## config.mk

```make
export PLATFORM = sky130hd
export DESIGN_NAME = store_buffer
export DESIGN_NICKNAME = d
export VERILOG_FILES = /design/src/rtl/store_buffer_pkg.sv /design/src/rtl/store_buffer_sb_match.sv /design/src/rtl/store_buffer.sv
export SDC_FILE = /design/constraint.sdc
export NUM_CORES = 1
export LEC_CHECK = 0
export CAP_MARGIN = 25
export CORE_UTILIZATION = 40
export DETAILED_ROUTE_END_ITERATION = 8
export GPL_TIMING_DRIVEN = 0
export HOLD_SLACK_MARGIN = 0.03
export PLACE_DENSITY_LB_ADDON = 0.15
export SLEW_MARGIN = 20
export SYNTH_ARGS = -nofsm -noshare
export SYNTH_HDL_FRONTEND = slang
export SYNTH_HIERARCHICAL = 1
export SYNTH_SLANG_ARGS = --single-unit
```

## constraint.sdc

```tcl
create_clock -name clk -period 8.3 [get_ports clk]
set_input_delay 1.66 -clock clk [delete_from_list [all_inputs] [get_ports clk]]
set_output_delay 1.66 -clock clk [all_outputs]
set_load 0.005 [all_outputs]
```

## src/rtl/store_buffer_pkg.sv

```systemverilog
// rtl/store_buffer_pkg.sv - shared types and constants for the store buffer
package store_buffer_pkg;

  // Memory access type encoding carried with each store
  localparam logic [1:0] MT_NONE = 2'b00;
  localparam logic [1:0] MT_BYTE = 2'b01;
  localparam logic [1:0] MT_HALF = 2'b10;
  localparam logic [1:0] MT_WORD = 2'b11;

  // Data-memory word index slice used for load/store overlap checks
  localparam int WIDX_HI = 13;
  localparam int WIDX_LO = 2;
  localparam int WIDX_W  = WIDX_HI - WIDX_LO + 1;

  // One queued store
  typedef struct packed {
    logic [31:0] pc;
    logic [31:0] addr;
    logic [31:0] data;
    logic [1:0]  mtype;
  } sb_entry_t;

  function automatic logic [WIDX_W-1:0] word_idx(input logic [31:0] a);
    return a[WIDX_HI:WIDX_LO];
  endfunction

endpackage

```

## src/rtl/store_buffer_sb_match.sv

```systemverilog
// rtl/store_buffer_sb_match.sv - DEPTH-way word comparator with youngest-match priority
module store_buffer_sb_match
  import store_buffer_pkg::*;
#(
  parameter int DEPTH = 4,
  parameter int PTR_W = 2
) (
  input  logic [DEPTH-1:0][WIDX_W-1:0] entry_idx,
  input  logic [PTR_W-1:0]             rd_ptr,
  input  logic [PTR_W:0]               count,
  input  logic [WIDX_W-1:0]            ld_idx,
  output logic                         hit,
  output logic [PTR_W-1:0]             hit_idx
);

  logic [PTR_W-1:0] slot;

  // Walk entries oldest to youngest so the last valid match wins
  always_comb begin
    hit     = 1'b0;
    hit_idx = '0;
    slot    = rd_ptr;
    for (int a = 0; a < DEPTH; a++) begin
      slot = rd_ptr + a[PTR_W-1:0];
      if (((PTR_W+1)'(a) < count) && (entry_idx[slot] == ld_idx)) begin
        hit     = 1'b1;
        hit_idx = slot;
      end
    end
  end

endmodule

```

## src/rtl/store_buffer.sv

```systemverilog
// rtl/store_buffer.sv - store queue owning the data-memory port (optional forwarding: STORE_BUF_FWD_EN)
module store_buffer
  import store_buffer_pkg::*;
#(
  parameter int DEPTH = 4,
  parameter int PTR_W = 2
) (
  input  logic        clk,
  input  logic        reset,
  input  logic        st_req,
  input  logic [31:0] st_pc,
  input  logic [31:0] st_addr,
  input  logic [31:0] st_data,
  input  logic [1:0]  st_type,
  output logic        st_full,
  input  logic        ld_req,
  input  logic [31:0] ld_addr,
  output logic        ld_hazard,
  output logic        ld_fwd_valid,
  output logic [31:0] ld_fwd_data,
  output logic        dm_scr,
  output logic [31:0] dm_pc,
  output logic [1:0]  dm_type,
  output logic [31:0] dm_addr,
  output logic [31:0] dm_din,
  output logic        sb_empty
);

  sb_entry_t mem [DEPTH];

  logic [PTR_W-1:0] wr_ptr;
  logic [PTR_W-1:0] rd_ptr;
  logic [PTR_W:0]   count;
  logic             enq;
  logic             deq;
  logic             hit;
  logic [PTR_W-1:0] hit_idx;
  logic             fwd_ok;
  logic             load_go;
  logic [DEPTH-1:0][WIDX_W-1:0] entry_idx;

  assign st_full  = (count == (PTR_W+1)'(DEPTH));
  assign sb_empty = (count == '0);
  assign enq      = !reset && st_req && (st_type != MT_NONE) && !st_full;
  assign deq      = dm_scr;

  // Expose each entry's word index to the comparator
  always_comb begin
    for (int i = 0; i < DEPTH; i++) begin
      entry_idx[i] = word_idx(mem[i].addr);
    end
  end

  store_buffer_sb_match #(.DEPTH(DEPTH), .PTR_W(PTR_W)) u_match (
    .entry_idx (entry_idx),
    .rd_ptr    (rd_ptr),
    .count     (count),
    .ld_idx    (word_idx(ld_addr)),
    .hit       (hit),
    .hit_idx   (hit_idx)
  );

`ifdef STORE_BUF_FWD_EN
  // Forward only when the youngest overlapping store covers the whole word
  always_comb begin
    fwd_ok       = hit && (mem[hit_idx].mtype == MT_WORD) && (mem[hit_idx].addr[1:0] == 2'b00);
    ld_fwd_valid = ld_req && fwd_ok;
    ld_fwd_data  = ld_fwd_valid ? mem[hit_idx].data : 32'h0;
  end
`else
  // Without forwarding every overlap stalls the load
  always_comb begin
    fwd_ok       = 1'b0;
    ld_fwd_valid = 1'b0;
    ld_fwd_data  = 32'h0;
  end
  logic unused_hit_idx;
  assign unused_hit_idx = ^hit_idx;
`endif

  // Loads own the port unless hazarded; otherwise drain the head
  always_comb begin
    ld_hazard = ld_req && hit && !fwd_ok;
    load_go   = ld_req && !ld_hazard;
    dm_scr    = !reset && !load_go && !sb_empty;
    dm_addr   = dm_scr ? mem[rd_ptr].addr : ld_addr;
    dm_pc     = mem[rd_ptr].pc;
    dm_type   = mem[rd_ptr].mtype;
    dm_din    = mem[rd_ptr].data;
  end

  // Payload storage; not cleared on reset
  always_ff @(posedge clk) begin
    if (enq) begin
      mem[wr_ptr] <= '{st_pc, st_addr, st_data, st_type};
    end
  end

  // Pointer and occupancy bookkeeping
  always_ff @(posedge clk) begin
    if (reset) begin
      wr_ptr <= '0;
      rd_ptr <= '0;
      count  <= '0;
    end else begin
      if (enq) wr_ptr <= wr_ptr + 1'b1;
      if (deq) rd_ptr <= rd_ptr + 1'b1;
      case ({enq, deq})
        2'b10:   count <= count + 1'b1;
        2'b01:   count <= count - 1'b1;
        default: count <= count;
      endcase
    end
  end

endmodule

```

==> flow_summary.html, run 1 <==
<table>
<tr><th>Metric</th><th>Value</th></tr>
<tr><th colspan="2">Clocking</th></tr>
<tr><td>Post-cts resize count</td><td>0</td></tr>
<tr><td>Count of hold buffers inserted by post-cts repair</td><td>0</td></tr>
<tr><td>TritonCTS buffer count</td><td>44</td></tr>
<tr><td>Worst-Skew Late Latency</td><td>approximately 560 ps</td></tr>
<tr><td>H-tree lvl count</td><td>2</td></tr>
<tr><td>Clock Tree Buf Depth</td><td>3</td></tr>
<tr><td>Clock transition at the registers of the reported paths</td><td>50 ps</td></tr>
<tr><td>Clk sinks</td><td>401</td></tr>
<tr><td>Clock root cell</td><td>clkbuf_16</td></tr>
<tr><td>Post-CTS Setup Repair Bufs</td><td>0</td></tr>
<tr><td>Clock tree from TritonCTS</td><td>yes</td></tr>
<tr><th colspan="2">Setup path</th></tr>
<tr><td>Kind of end point of the critical path</td><td>output port</td></tr>
<tr><td>Dominant cell type by count on the critical path</td><td>clkdlybuf4s50_1</td></tr>
<tr><td>Slowest cell on crit path</td><td>clkdlybuf4s50_1</td></tr>
<tr><td>Worst path max stage delay</td><td>around 530 ps</td></tr>
<tr><td>Crit start category</td><td>input pin</td></tr>
<tr><td>Crit path cell chain</td><td>clkdlybuf4s50_1, buf_1, xnor2_1, a2111oi_0, nor2_1, or4_4, nand2_1, or3_1, and2b_1, nor3_4, buf_6, mux2_4, clkdlybuf4s50_1</td></tr>
<tr><td>Number of buffers and inverters on the critical path</td><td>4</td></tr>
<tr><td>Largest delay contributor family on the critical path</td><td>buffers and inverters</td></tr>
<tr><td>Data arrival time of the worst path</td><td>between 5000 and 6000 ps</td></tr>
<tr><td>Worst setup path class</td><td>input pin to output port</td></tr>
<tr><td>Maximum fanout encountered on the critical timing path</td><td>10</td></tr>
<tr><td>Critical Path RT</td><td>about 6600 ps</td></tr>
<tr><th colspan="2">Final layout</th></tr>
<tr><td>Number of fill cells in the layout</td><td>3451</td></tr>
<tr><td>Synthesis-to-layout area growth</td><td>27.63%</td></tr>
<tr><td>NumNets Final</td><td>1285</td></tr>
<tr><td>Fraction of final layout cells with drive strength greater than 1</td><td>approximately 26%</td></tr>
<tr><td>Number of antenna repair diodes</td><td>0</td></tr>
<tr><th colspan="2">Global route</th></tr>
<tr><td>First-pass GRT wire length</td><td>roughly 56 mm</td></tr>
<tr><td>Overflow left after global routing</td><td>0</td></tr>
<tr><td>Number of global-route vias before repair</td><td>9175</td></tr>
<tr><td>Total track usage</td><td>17.05%</td></tr>
<tr><td>Number of antenna violations at the first check in global routing</td><td>2</td></tr>
<tr><td>Largest net degree at the start of global routing</td><td>44</td></tr>
<tr><th colspan="2">Die</th></tr>
<tr><td>Vertical extent of the die</td><td>209.9 um</td></tr>
<tr><td>Overall die area</td><td>44060 um^2</td></tr>
<tr><td>Initial core utilization</td><td>40.85%</td></tr>
<tr><td>Die width</td><td>approximately 210 um</td></tr>
<tr><td>Area of the core</td><td>42320 um^2</td></tr>
<tr><td>Num ports</td><td>around 270</td></tr>
<tr><td>Num rows</td><td>75</td></tr>
<tr><th colspan="2">Yosys</th></tr>
<tr><td>Gate Count Post-Synth</td><td>824</td></tr>
<tr><td>Post-synthesis instance area</td><td>about 17000 um^2</td></tr>
<tr><td>Average size of a mapped cell</td><td>20.98 um^2</td></tr>
<tr><td>Count of warnings emitted by yosys</td><td>6</td></tr>
<tr><th colspan="2">Placed design</th></tr>
<tr><td>Number of input and output port buffers inserted</td><td>about 240</td></tr>
<tr><td>Hpwl dp</td><td>~24 mm</td></tr>
<tr><td>Final weighted congestion in routability-driven placement</td><td>0.8813</td></tr>
<tr><th colspan="2">Timing</th></tr>
<tr><td>Post-layout minimum cycle time</td><td>between 7000 and 8000 ps</td></tr>
<tr><td>Worst setup skew after layout</td><td>13.70 ps</td></tr>
<tr><td>Fmax achieved</td><td>between 100 and 150 MHz</td></tr>
<tr><td>Pins over their slew limit</td><td>0</td></tr>
<tr><td>Setup TNS</td><td>0 ps</td></tr>
<tr><td>Unrepaired setup endpoints after global routing</td><td>no</td></tr>
<tr><td>Least-Margin Pin Slew</td><td>844.6 ps</td></tr>
<tr><td>Max_slew headroom</td><td>43.69%</td></tr>
<tr><td>Post-route clock period utilization</td><td>88.30%</td></tr>
<tr><td>Hold Fails Final Rpt</td><td>0</td></tr>
<tr><td>Setup violations, final</td><td>0</td></tr>
<tr><th colspan="2">Routing</th></tr>
<tr><td>Drc violations</td><td>0</td></tr>
<tr><td>Via total after detailed routing</td><td>8746</td></tr>
<tr><td>Antenna viol nets, final</td><td>0</td></tr>
<tr><td>Drt first pass iters</td><td>4</td></tr>
<tr><td>Total Routed Length</td><td>37.11 mm</td></tr>
<tr><td>Vias per std cell</td><td>a little under 5</td></tr>
<tr><td>1st-iter DRT viols</td><td>451</td></tr>
<tr><td>Routed length per placed instance</td><td>21.11 um</td></tr>
<tr><th colspan="2">Flow run</th></tr>
<tr><td>Number of violations of the max-capacitance limit</td><td>0</td></tr>
<tr><th colspan="2">Power and ir drop</th></tr>
<tr><td>Max VDD drop</td><td>a little under 200 uV</td></tr>
<tr><td>Static leakage</td><td>7.156 nW</td></tr>
<tr><td>Total power after layout</td><td>4.564 mW</td></tr>
<tr><td>Pwr per Cell Area</td><td>206.9 nW/um^2</td></tr>
<tr><th colspan="2">Worst hold path</th></tr>
<tr><td>Worst min-delay path class</td><td>flip-flop to flip-flop</td></tr>
<tr><th colspan="2">Status</th></tr>
<tr><td>Status</td><td>finished clean</td></tr>
</table>
sequential cells by signal (all words and copies together), names as in the netlist, named ones only:
signal  cells
count       3
wr_ptr      2
mem       392
rd_ptr      2
stage by stage:
stage | worst slack [ps] | util (%) | std cells | instance area, um^2 | hold slack (ps)
2_1_floorplan | 2460 | - | 856 | 17410 | 478.1
5_1_grt | 724.2 | 52.13 | 1758 | 22060 | 559.4
4_1_cts | 922.0 | 52.13 | 1758 | 22060 | 528.9
3_3_place_gp | 448.6 | 48.40 | 1668 | 20480 | 502.5
3_5_place_dp | 928.7 | 48.87 | 1676 | 20680 | 520.3
6_report | 970.9 | 52.13 | 1758 | 22060 | 533.6
final timing paths:
kind	from	endpoint	slack [ps]	depth (start not counted)
worst max register to register	rd_ptr[0]	count[2]	3620	16
worst min-delay path	wr_ptr[1]	wr_ptr[1]	530	2
worst max-delay path	ld_addr[9]	dm_addr[6]	970	13
worst min register to register	wr_ptr[1]	wr_ptr[1]	530	2
cells in the final DEF, fill, tap and decap left out, drive strengths merged, types with 3 or more instances in the layout:
master           n
edfxtp         392
clkdlybuf4s50  235
mux4           122
buf             78
clkbuf          71
mux2i           40
mux2            34
conb            33
xnor2           33
xor2            15
inv             14
clkinv          13
a21oi           11
nand4           10
dfxtp            9
nor2             7
nand3            6
o21ai            5
ha               5
and2             5
or3              5
nor3             5
o31ai            4
nand2            4
nor4             3
cell type report:
cell class,count,area (um^2),share of cell area (%)
clock buffer,62,1220,5.529
clock inverter,20,161.4,0.7315
multi-input combinational,365,4848,21.97
tap,577,721.9,3.272
timing repair buffer,243,2542,11.52
sequential,401,11950,54.17
buffer,79,574.3,2.603
inverter,11,43.79,0.1985
worst min-delay path, cell delays in order, from the launching register on:
cell and delay [ps]:
dfxtp_1 340, o31ai_1 80, a21oi_1 70
per-layer routing:
metal	vias up	routed length (um)	GRT usage (%)
met5	-	26	0
li1	3991	-	-
met3	43	2686	5.536
met1	4487	15710	22.11
met2	221	18170	27.92
met4	4	519	3.977
power by group:
group	total, mW	switching, mW	internal [mW]	leakage, nW
sequential	2.27	0.0128	2.26	3.62
clock	1.85	0.761	1.09	0.669
combinational	0.440	0.180	0.260	2.86
Power figures use the tool's default switching activity.
==> inputs of run 2 (changes only) <==
Settings changed: CAP_MARGIN 25 to 20, CELL_PAD_IN_SITES_DETAIL_PLACEMENT set to 2, CELL_PAD_IN_SITES_GLOBAL_PLACEMENT set to 2.
==> run 2 against run 1 <==
- total power is 1.4% higher
- clock power up 3%
- critical path depth stayed put
- die area did not move
- maximum frequency shrank 2.3%
- non-clock buffer count unchanged
- design area rose by 0.20%
- flip-flop and latch count unchanged
- sequential share of layout area shrank 0.11 points
- critical path type unchanged
- largest cell class unchanged
==> flow_summary.html, run 2 (synthesis gave the netlist of run 1 again) <==
<table>
<tr><th>Metric</th><th>Value</th></tr>
<tr><th colspan="2">Placed design</th></tr>
<tr><td>Number of instances in the placed design</td><td>1676 (unchanged)</td></tr>
<tr><td>Cell Area, Placed</td><td>20700 um^2 (+0.11%)</td></tr>
<tr><td>Number of input and output port buffers inserted</td><td>235 (unchanged)</td></tr>
<tr><td>Worst slack after detailed placement</td><td>745.1 ps (-183.6 ps)</td></tr>
<tr><td>Hpwl dp</td><td>29.94 mm (+25%)</td></tr>
<tr><td>Final weighted congestion in routability-driven placement</td><td>0.7755 (-12%)</td></tr>
<tr><th colspan="2">Final layout</th></tr>
<tr><td>Most common cell after layout, fill and taps aside</td><td>edfxtp_1</td></tr>
<tr><td>Most frequent cells in the layout</td><td>edfxtp_1, clkdlybuf4s50_1, mux4_2, clkbuf_16, buf_4</td></tr>
<tr><td>Register area</td><td>11950 um^2 (unchanged)</td></tr>
<tr><td>Flip-flop count of the largest register, all copies and words added</td><td>392 (unchanged)</td></tr>
<tr><td>Final Cell Area</td><td>22110 um^2 (+0.20%)</td></tr>
<tr><td>Top Registers</td><td>mem x392, count x3</td></tr>
<tr><td>Synthesis-to-layout area growth</td><td>27.89%</td></tr>
<tr><td>Number of fill cells in the layout</td><td>3687 (+6.8%)</td></tr>
<tr><td>Final standard cell utilization of the core</td><td>52.24% (+0.11 points)</td></tr>
<tr><td>NumNets Final</td><td>1284 (-0.078%)</td></tr>
<tr><td>Fraction of final layout cells with drive strength greater than 1</td><td>26.06% (+0.32 points)</td></tr>
<tr><td>Multi-input gate area</td><td>4848 um^2 (unchanged)</td></tr>
<tr><td>Register ranked first by flip-flop count</td><td>mem</td></tr>
<tr><td>Non-filler cells, final</td><td>1756 (-0.11%)</td></tr>
<tr><th colspan="2">Timing</th></tr>
<tr><td>Worst setup skew after layout</td><td>15.66 ps (+1.963 ps)</td></tr>
<tr><td>Fmax achieved</td><td>133.3 MHz (-2.3%)</td></tr>
<tr><td>Hold Fails Final Rpt</td><td>0 (unchanged)</td></tr>
<tr><td>Post-Route Hold Slack</td><td>535.0 ps (+1.383 ps)</td></tr>
<tr><td>PnR worst setup slack</td><td>800.3 ps (-170.5 ps)</td></tr>
<tr><td>Max_slew headroom</td><td>44.12% (+0.43 points)</td></tr>
<tr><td>Unrepaired setup endpoints after global routing</td><td>no</td></tr>
<tr><td>Post-layout minimum cycle time</td><td>7500 ps (+170.5 ps)</td></tr>
<tr><td>Setup violations, final</td><td>0 (unchanged)</td></tr>
<tr><td>Post-route clock period utilization</td><td>90.36% (+2.1 points)</td></tr>
<tr><td>Setup TNS</td><td>0 ps (unchanged)</td></tr>
<tr><td>Least-Margin Pin Slew</td><td>838.2 ps (-6.437 ps)</td></tr>
<tr><td>Pins over their slew limit</td><td>0 (unchanged)</td></tr>
<tr><th colspan="2">Routing</th></tr>
<tr><td>1st-iter DRT viols</td><td>493 (+9.3%)</td></tr>
<tr><td>Drc violations</td><td>0 (unchanged)</td></tr>
<tr><td>Drt first pass iters</td><td>5 (+1)</td></tr>
<tr><td>Antenna viol nets, final</td><td>0 (unchanged)</td></tr>
<tr><td>Routed length per placed instance</td><td>25.13 um (+19%)</td></tr>
<tr><td>Via total after detailed routing</td><td>9081 (+3.8%)</td></tr>
<tr><td>Total Routed Length</td><td>44.13 mm (+19%)</td></tr>
<tr><td>Vias per std cell</td><td>5.171 (+3.9%)</td></tr>
<tr><th colspan="2">Clocking</th></tr>
<tr><td>Worst-Skew Late Latency</td><td>560 ps (about the same)</td></tr>
<tr><td>Clock tree from TritonCTS</td><td>yes</td></tr>
<tr><td>TritonCTS buffer count</td><td>43 (-2.3%)</td></tr>
<tr><td>H-tree lvl count</td><td>2 (unchanged)</td></tr>
<tr><td>Clock root cell</td><td>clkbuf_16</td></tr>
<tr><td>Clock transition at the registers of the reported paths</td><td>60 ps (about the same)</td></tr>
<tr><td>Clock Tree Buf Depth</td><td>3 (unchanged)</td></tr>
<tr><td>Post-CTS Setup Repair Bufs</td><td>0 (unchanged)</td></tr>
<tr><td>Count of hold buffers inserted by post-cts repair</td><td>0 (unchanged)</td></tr>
<tr><td>Clk sinks</td><td>401 (unchanged)</td></tr>
<tr><td>Post-cts resize count</td><td>0 (unchanged)</td></tr>
<tr><th colspan="2">Power and ir drop</th></tr>
<tr><td>Max VDD drop</td><td>217.2 uV (+13%)</td></tr>
<tr><td>Static leakage</td><td>7.190 nW (+0.47%)</td></tr>
<tr><td>Total power after layout</td><td>4.630 mW (+1.4%)</td></tr>
<tr><td>Pwr per Cell Area</td><td>209.4 nW/um^2 (+1.2%)</td></tr>
<tr><th colspan="2">Setup path</th></tr>
<tr><td>Crit path cell chain</td><td>clkdlybuf4s50_1, clkbuf_1, xnor2_1, or3_1, a22o_1, or4_4, nand2_1, or3_1, and2b_1, nor3_4, buf_6, mux2_4, clkdlybuf4s50_1</td></tr>
<tr><td>Maximum fanout encountered on the critical timing path</td><td>11 (+1)</td></tr>
<tr><td>Kind of end point of the critical path</td><td>output port</td></tr>
<tr><td>Data arrival time of the worst path</td><td>5840 ps (+170 ps)</td></tr>
<tr><td>Worst path max stage delay</td><td>500 ps (-30 ps)</td></tr>
<tr><td>Slowest cell on crit path</td><td>or4_4</td></tr>
<tr><td>Crit start category</td><td>input pin</td></tr>
<tr><td>Worst setup path class</td><td>input pin to output port</td></tr>
<tr><td>Critical Path RT</td><td>6640 ps (about the same)</td></tr>
<tr><th colspan="2">Die</th></tr>
<tr><td>Num rows</td><td>75 (unchanged)</td></tr>
<tr><td>Die width</td><td>209.9 um (unchanged)</td></tr>
<tr><td>Vertical extent of the die</td><td>209.9 um (unchanged)</td></tr>
<tr><td>Area of the core</td><td>42320 um^2 (unchanged)</td></tr>
<tr><td>Num ports</td><td>269 (unchanged)</td></tr>
<tr><td>Overall die area</td><td>44060 um^2 (unchanged)</td></tr>
<tr><td>Initial core utilization</td><td>40.85% (unchanged)</td></tr>
<tr><th colspan="2">Global route</th></tr>
<tr><td>Overflow left after global routing</td><td>0 (unchanged)</td></tr>
<tr><td>Number of global-route vias before repair</td><td>10.34k (+13%)</td></tr>
<tr><td>First-pass GRT wire length</td><td>66.53 mm (+19%)</td></tr>
<tr><td>Largest net degree at the start of global routing</td><td>44 (unchanged)</td></tr>
<tr><td>Number of antenna violations at the first check in global routing</td><td>4 (+2)</td></tr>
<tr><td>Total track usage</td><td>20.55% (+3.5 points)</td></tr>
<tr><th colspan="2">Worst hold path</th></tr>
<tr><td>Worst min-delay path class</td><td>flip-flop to flip-flop</td></tr>
<tr><th colspan="2">Status</th></tr>
<tr><td>Status</td><td>finished clean</td></tr>
<tr><th colspan="2">Flow run</th></tr>
<tr><td>Number of violations of the max-capacitance limit</td><td>0 (unchanged)</td></tr>
</table>
-- run 2: critical path: cells and delay by family --
kind	cells	cell delay [ps]
and+or+nand+nor	6	1780
buffers and inverters	4	1680
AOI/OAI and AO/OA	1	200
muxes	1	330
xor gates and xnor gates	1	190
-- run 2: routing by layer --
layer  vias to the layer above  wire length (um)  global-route usage (%)
li1                       4000                 -                       -
met1                      4787             17600                   25.62
met2                       227             23250                   36.10
met3                        63              2536                   4.788
met4                         4               730                   5.084
met5                         -                23                       0
-- run 2: path summary, 6_finish.rpt --
path / cells after the start / slack, ps / start / end
setup / recovery: 13 / 800 / ld_addr[2] / dm_addr[24]
hold / removal: 2 / 530 / wr_ptr[0] / wr_ptr[0]
setup reg to reg: 19 / 3360 / rd_ptr[1] / count[2]
hold reg to reg: 2 / 530 / wr_ptr[0] / wr_ptr[0]
-- run 2: area by class of cell --
cell class	instances	share of cell area, %
diodes	1	0.01132
plain buffers	79	2.598
clock buffers	56	5.371
clock inverters	23	0.9677
inverters	11	0.1981
multi-input cells	365	21.93
flip-flops and latches	401	54.06
well taps	577	3.265
repair buffers	243	11.60
-- run 2: where the power goes --
group | switching, mW | internal (mW)
sequential | 0.0149 | 2.26
combinational | 0.193 | 0.261
clock | 0.768 | 1.13
total | 0.976 | 3.65
==> inputs of run 3 (changes only) <==
Settings changed: CORE_ASPECT_RATIO set to 0.75.
==> run 3 against run 2 <==
- clock skew decreased by 2.6 ps
- sequential share of layout area about the same
- worst setup slack lost 52 ps
- critical path type unchanged
- routed wire length is 2.9% higher
- non-clock buffer count unchanged
- sequential power about the same
- first-iteration DRC count grew 4.1%
- hold slack improved by 43 ps
- core utilization is essentially flat
- total power rose by 0.17%
- final cell count is 0.40% lower
==> flow_summary.html, run 3 (synthesis gave the netlist of run 1 again) <==
<table>
<tr><th>Metric</th><th>Value</th></tr>
<tr><th colspan="2">Setup path</th></tr>
<tr><td>Maximum fanout encountered on the critical timing path</td><td>10 (-1)</td></tr>
<tr><td>Slack of the worst reg-to-reg path</td><td>3080 ps (-280 ps)</td></tr>
<tr><td>Critical Path RT</td><td>6640 ps (about the same)</td></tr>
<tr><td>Kind of end point of the critical path</td><td>output port</td></tr>
<tr><td>Worst path max stage delay</td><td>540 ps (+40 ps)</td></tr>
<tr><td>Crit path cell chain</td><td>clkdlybuf4s50_1, clkbuf_1, xnor2_1, or3_1, a22o_1, or4_4, nand2_1, or3_1, and2b_1, nor3_4, buf_6, mux2_4, clkdlybuf4s50_1</td></tr>
<tr><td>Crit start category</td><td>input pin</td></tr>
<tr><td>Slowest cell on crit path</td><td>clkdlybuf4s50_1</td></tr>
<tr><td>Worst setup path class</td><td>input pin to output port</td></tr>
<tr><td>Data arrival time of the worst path</td><td>5890 ps (+50 ps)</td></tr>
<tr><th colspan="2">Final layout</th></tr>
<tr><td>Synthesis-to-layout area growth</td><td>27.91% (about the same)</td></tr>
<tr><td>Register ranked first by flip-flop count</td><td>mem</td></tr>
<tr><td>Fraction of final layout cells with drive strength greater than 1</td><td>26.06% (unchanged)</td></tr>
<tr><td>Number of fill cells in the layout</td><td>3675 (-0.33%)</td></tr>
<tr><td>Top Registers</td><td>mem x392, count x3</td></tr>
<tr><td>Flip-flop count of the largest register, all copies and words added</td><td>392 (unchanged)</td></tr>
<tr><td>Most frequent cells in the layout</td><td>edfxtp_1, clkdlybuf4s50_1, mux4_2, clkbuf_16, buf_4</td></tr>
<tr><td>Most common cell after layout, fill and taps aside</td><td>edfxtp_1</td></tr>
<tr><td>NumNets Final</td><td>1284 (unchanged)</td></tr>
<tr><th colspan="2">Clocking</th></tr>
<tr><td>Clock transition at the registers of the reported paths</td><td>50 ps (about the same)</td></tr>
<tr><td>TritonCTS buffer count</td><td>43 (unchanged)</td></tr>
<tr><td>Count of hold buffers inserted by post-cts repair</td><td>0 (unchanged)</td></tr>
<tr><td>Clock tree from TritonCTS</td><td>yes</td></tr>
<tr><td>Clk sinks</td><td>401 (unchanged)</td></tr>
<tr><td>Worst-Skew Late Latency</td><td>560 ps (about the same)</td></tr>
<tr><td>H-tree lvl count</td><td>2 (unchanged)</td></tr>
<tr><td>Clock Tree Buf Depth</td><td>3 (unchanged)</td></tr>
<tr><td>Post-cts resize count</td><td>0 (unchanged)</td></tr>
<tr><td>Clock root cell</td><td>clkbuf_16</td></tr>
<tr><td>Post-CTS Setup Repair Bufs</td><td>0 (unchanged)</td></tr>
<tr><th colspan="2">Flow run</th></tr>
<tr><td>Number of violations of the max-capacitance limit</td><td>0 (unchanged)</td></tr>
<tr><th colspan="2">Timing</th></tr>
<tr><td>Setup TNS</td><td>0 ps (unchanged)</td></tr>
<tr><td>Max_slew headroom</td><td>35.28% (-8.8 points)</td></tr>
<tr><td>Worst setup skew after layout</td><td>13.08 ps (-2.581 ps)</td></tr>
<tr><td>Setup violations, final</td><td>0 (unchanged)</td></tr>
<tr><td>Unrepaired setup endpoints after global routing</td><td>no</td></tr>
<tr><td>Pins over their slew limit</td><td>0 (unchanged)</td></tr>
<tr><td>Post-route clock period utilization</td><td>90.98% (+0.62 points)</td></tr>
<tr><td>Fmax achieved</td><td>132.4 MHz (-0.68%)</td></tr>
<tr><td>Post-layout minimum cycle time</td><td>7551 ps (+51.58 ps)</td></tr>
<tr><td>Least-Margin Pin Slew</td><td>970.8 ps (+132.6 ps)</td></tr>
<tr><td>Hold Fails Final Rpt</td><td>0 (unchanged)</td></tr>
<tr><th colspan="2">Die</th></tr>
<tr><td>Vertical extent of the die</td><td>182.0 um (-13%)</td></tr>
<tr><td>Area of the core</td><td>42370 um^2 (+0.12%)</td></tr>
<tr><td>Num ports</td><td>269 (unchanged)</td></tr>
<tr><td>Die width</td><td>242.1 um (+15%)</td></tr>
<tr><td>Num rows</td><td>65 (-13%)</td></tr>
<tr><td>Overall die area</td><td>44060 um^2 (about the same)</td></tr>
<tr><td>Initial core utilization</td><td>40.80% (-0.048 points)</td></tr>
<tr><th colspan="2">Global route</th></tr>
<tr><td>Number of global-route vias before repair</td><td>10.14k (-2.0%)</td></tr>
<tr><td>Largest net degree at the start of global routing</td><td>44 (unchanged)</td></tr>
<tr><td>Number of antenna violations at the first check in global routing</td><td>6 (+2)</td></tr>
<tr><td>Overflow left after global routing</td><td>0 (unchanged)</td></tr>
<tr><td>First-pass GRT wire length</td><td>68.54 mm (+3.0%)</td></tr>
<tr><td>Total track usage</td><td>21.03% (+0.49 points)</td></tr>
<tr><th colspan="2">Power and ir drop</th></tr>
<tr><td>Total power after layout</td><td>4.638 mW (+0.17%)</td></tr>
<tr><td>Max VDD drop</td><td>161.1 uV (-26%)</td></tr>
<tr><td>Static leakage</td><td>7.196 nW (about the same)</td></tr>
<tr><td>Pwr per Cell Area</td><td>209.7 nW/um^2 (+0.15%)</td></tr>
<tr><th colspan="2">Placed design</th></tr>
<tr><td>Number of input and output port buffers inserted</td><td>235 (unchanged)</td></tr>
<tr><td>Hpwl dp</td><td>31.60 mm (+5.5%)</td></tr>
<tr><td>Final weighted congestion in routability-driven placement</td><td>0.7919 (+2.1%)</td></tr>
<tr><th colspan="2">Routing</th></tr>
<tr><td>Antenna viol nets, final</td><td>0 (unchanged)</td></tr>
<tr><td>Vias per std cell</td><td>5.178 (+0.13%)</td></tr>
<tr><td>Drc violations</td><td>0 (unchanged)</td></tr>
<tr><td>Drt first pass iters</td><td>4 (-1)</td></tr>
<tr><td>1st-iter DRT viols</td><td>513 (+4.1%)</td></tr>
<tr><td>Total Routed Length</td><td>45.41 mm (+2.9%)</td></tr>
<tr><td>Routed length per placed instance</td><td>25.96 um (+3.3%)</td></tr>
<tr><td>Via total after detailed routing</td><td>9057 (-0.26%)</td></tr>
<tr><th colspan="2">Status</th></tr>
<tr><td>Status</td><td>finished clean</td></tr>
<tr><th colspan="2">Worst hold path</th></tr>
<tr><td>Worst min-delay path class</td><td>flip-flop to flip-flop</td></tr>
</table>
==> run 3: cell types whose count changed in the layout (fill, tap and decap cells not counted), sizes merged <==
cell      before  now
bufinv         4    5
clkbuf        65   58
clkinv        17   24
clkinvlp       1    0
diode          1    2
==> run 3: worst paths after layout <==
check | start | to | cells past startpoint
max reg2reg | rd_ptr[1] | count[2] | 19
max | ld_addr[2] | dm_addr[20] | 13
min reg2reg | wr_ptr[1] | wr_ptr[1] | 2
min | wr_ptr[1] | wr_ptr[1] | 2
==> run 3: cell type report <==
cell class	count	area (um^2)	area share [%]
plain buffers	79	574.3	2.597
clock buffers	49	1099	4.968
repair buffers	243	2572	11.63
diodes	2	5.005	0.02263
flip-flops and latches	401	11950	54.05
multi-input cells	365	4848	21.92
inverters	11	43.79	0.1980
well taps	569	711.9	3.219
clock inverters	30	307.8	1.392
==> run 3: stage by stage <==
step	hold slack, ps	std cells	utilization (%)	worst slack, ps	instance area [um^2]
3_3_place_gp	527.3	1660	48.32	508.7	20470
6_report	577.9	1749	52.19	748.7	22110
2_1_floorplan	478.1	856	-	2460	17410
4_1_cts	574.8	1747	52.18	706.0	22110
3_5_place_dp	557.4	1668	48.86	724.6	20700
5_1_grt	611.0	1748	52.18	564.7	22110
==> run 3: power by group <==
group / switching, mW / leakage, nW / internal, mW
registers: 0.0149 / 3.62 / 2.26
logic: 0.197 / 2.88 / 0.261
clock network: 0.792 / 0.696 / 1.11
==> run 3: worst max-delay path: cells and delay by family <==
family	cells	cell delay, ps
and+or+nand+nor	6	1790
xor gates and xnor gates	1	200
AOI/OAI and AO/OA	1	210
buffers and inverters	4	1700
muxes	1	320
==> run 3: metal layers <==
metal | share of wire (%) | vias to the layer above | global-route usage [%]
met3 | 5.0 | 65 | 5.010
li1 | - | 4000 | -
met5 | 0.11 | - | 0
met4 | 1.9 | 8 | 5.089
met2 | 50 | 186 | 35.10
met1 | 43 | 4798 | 27.88
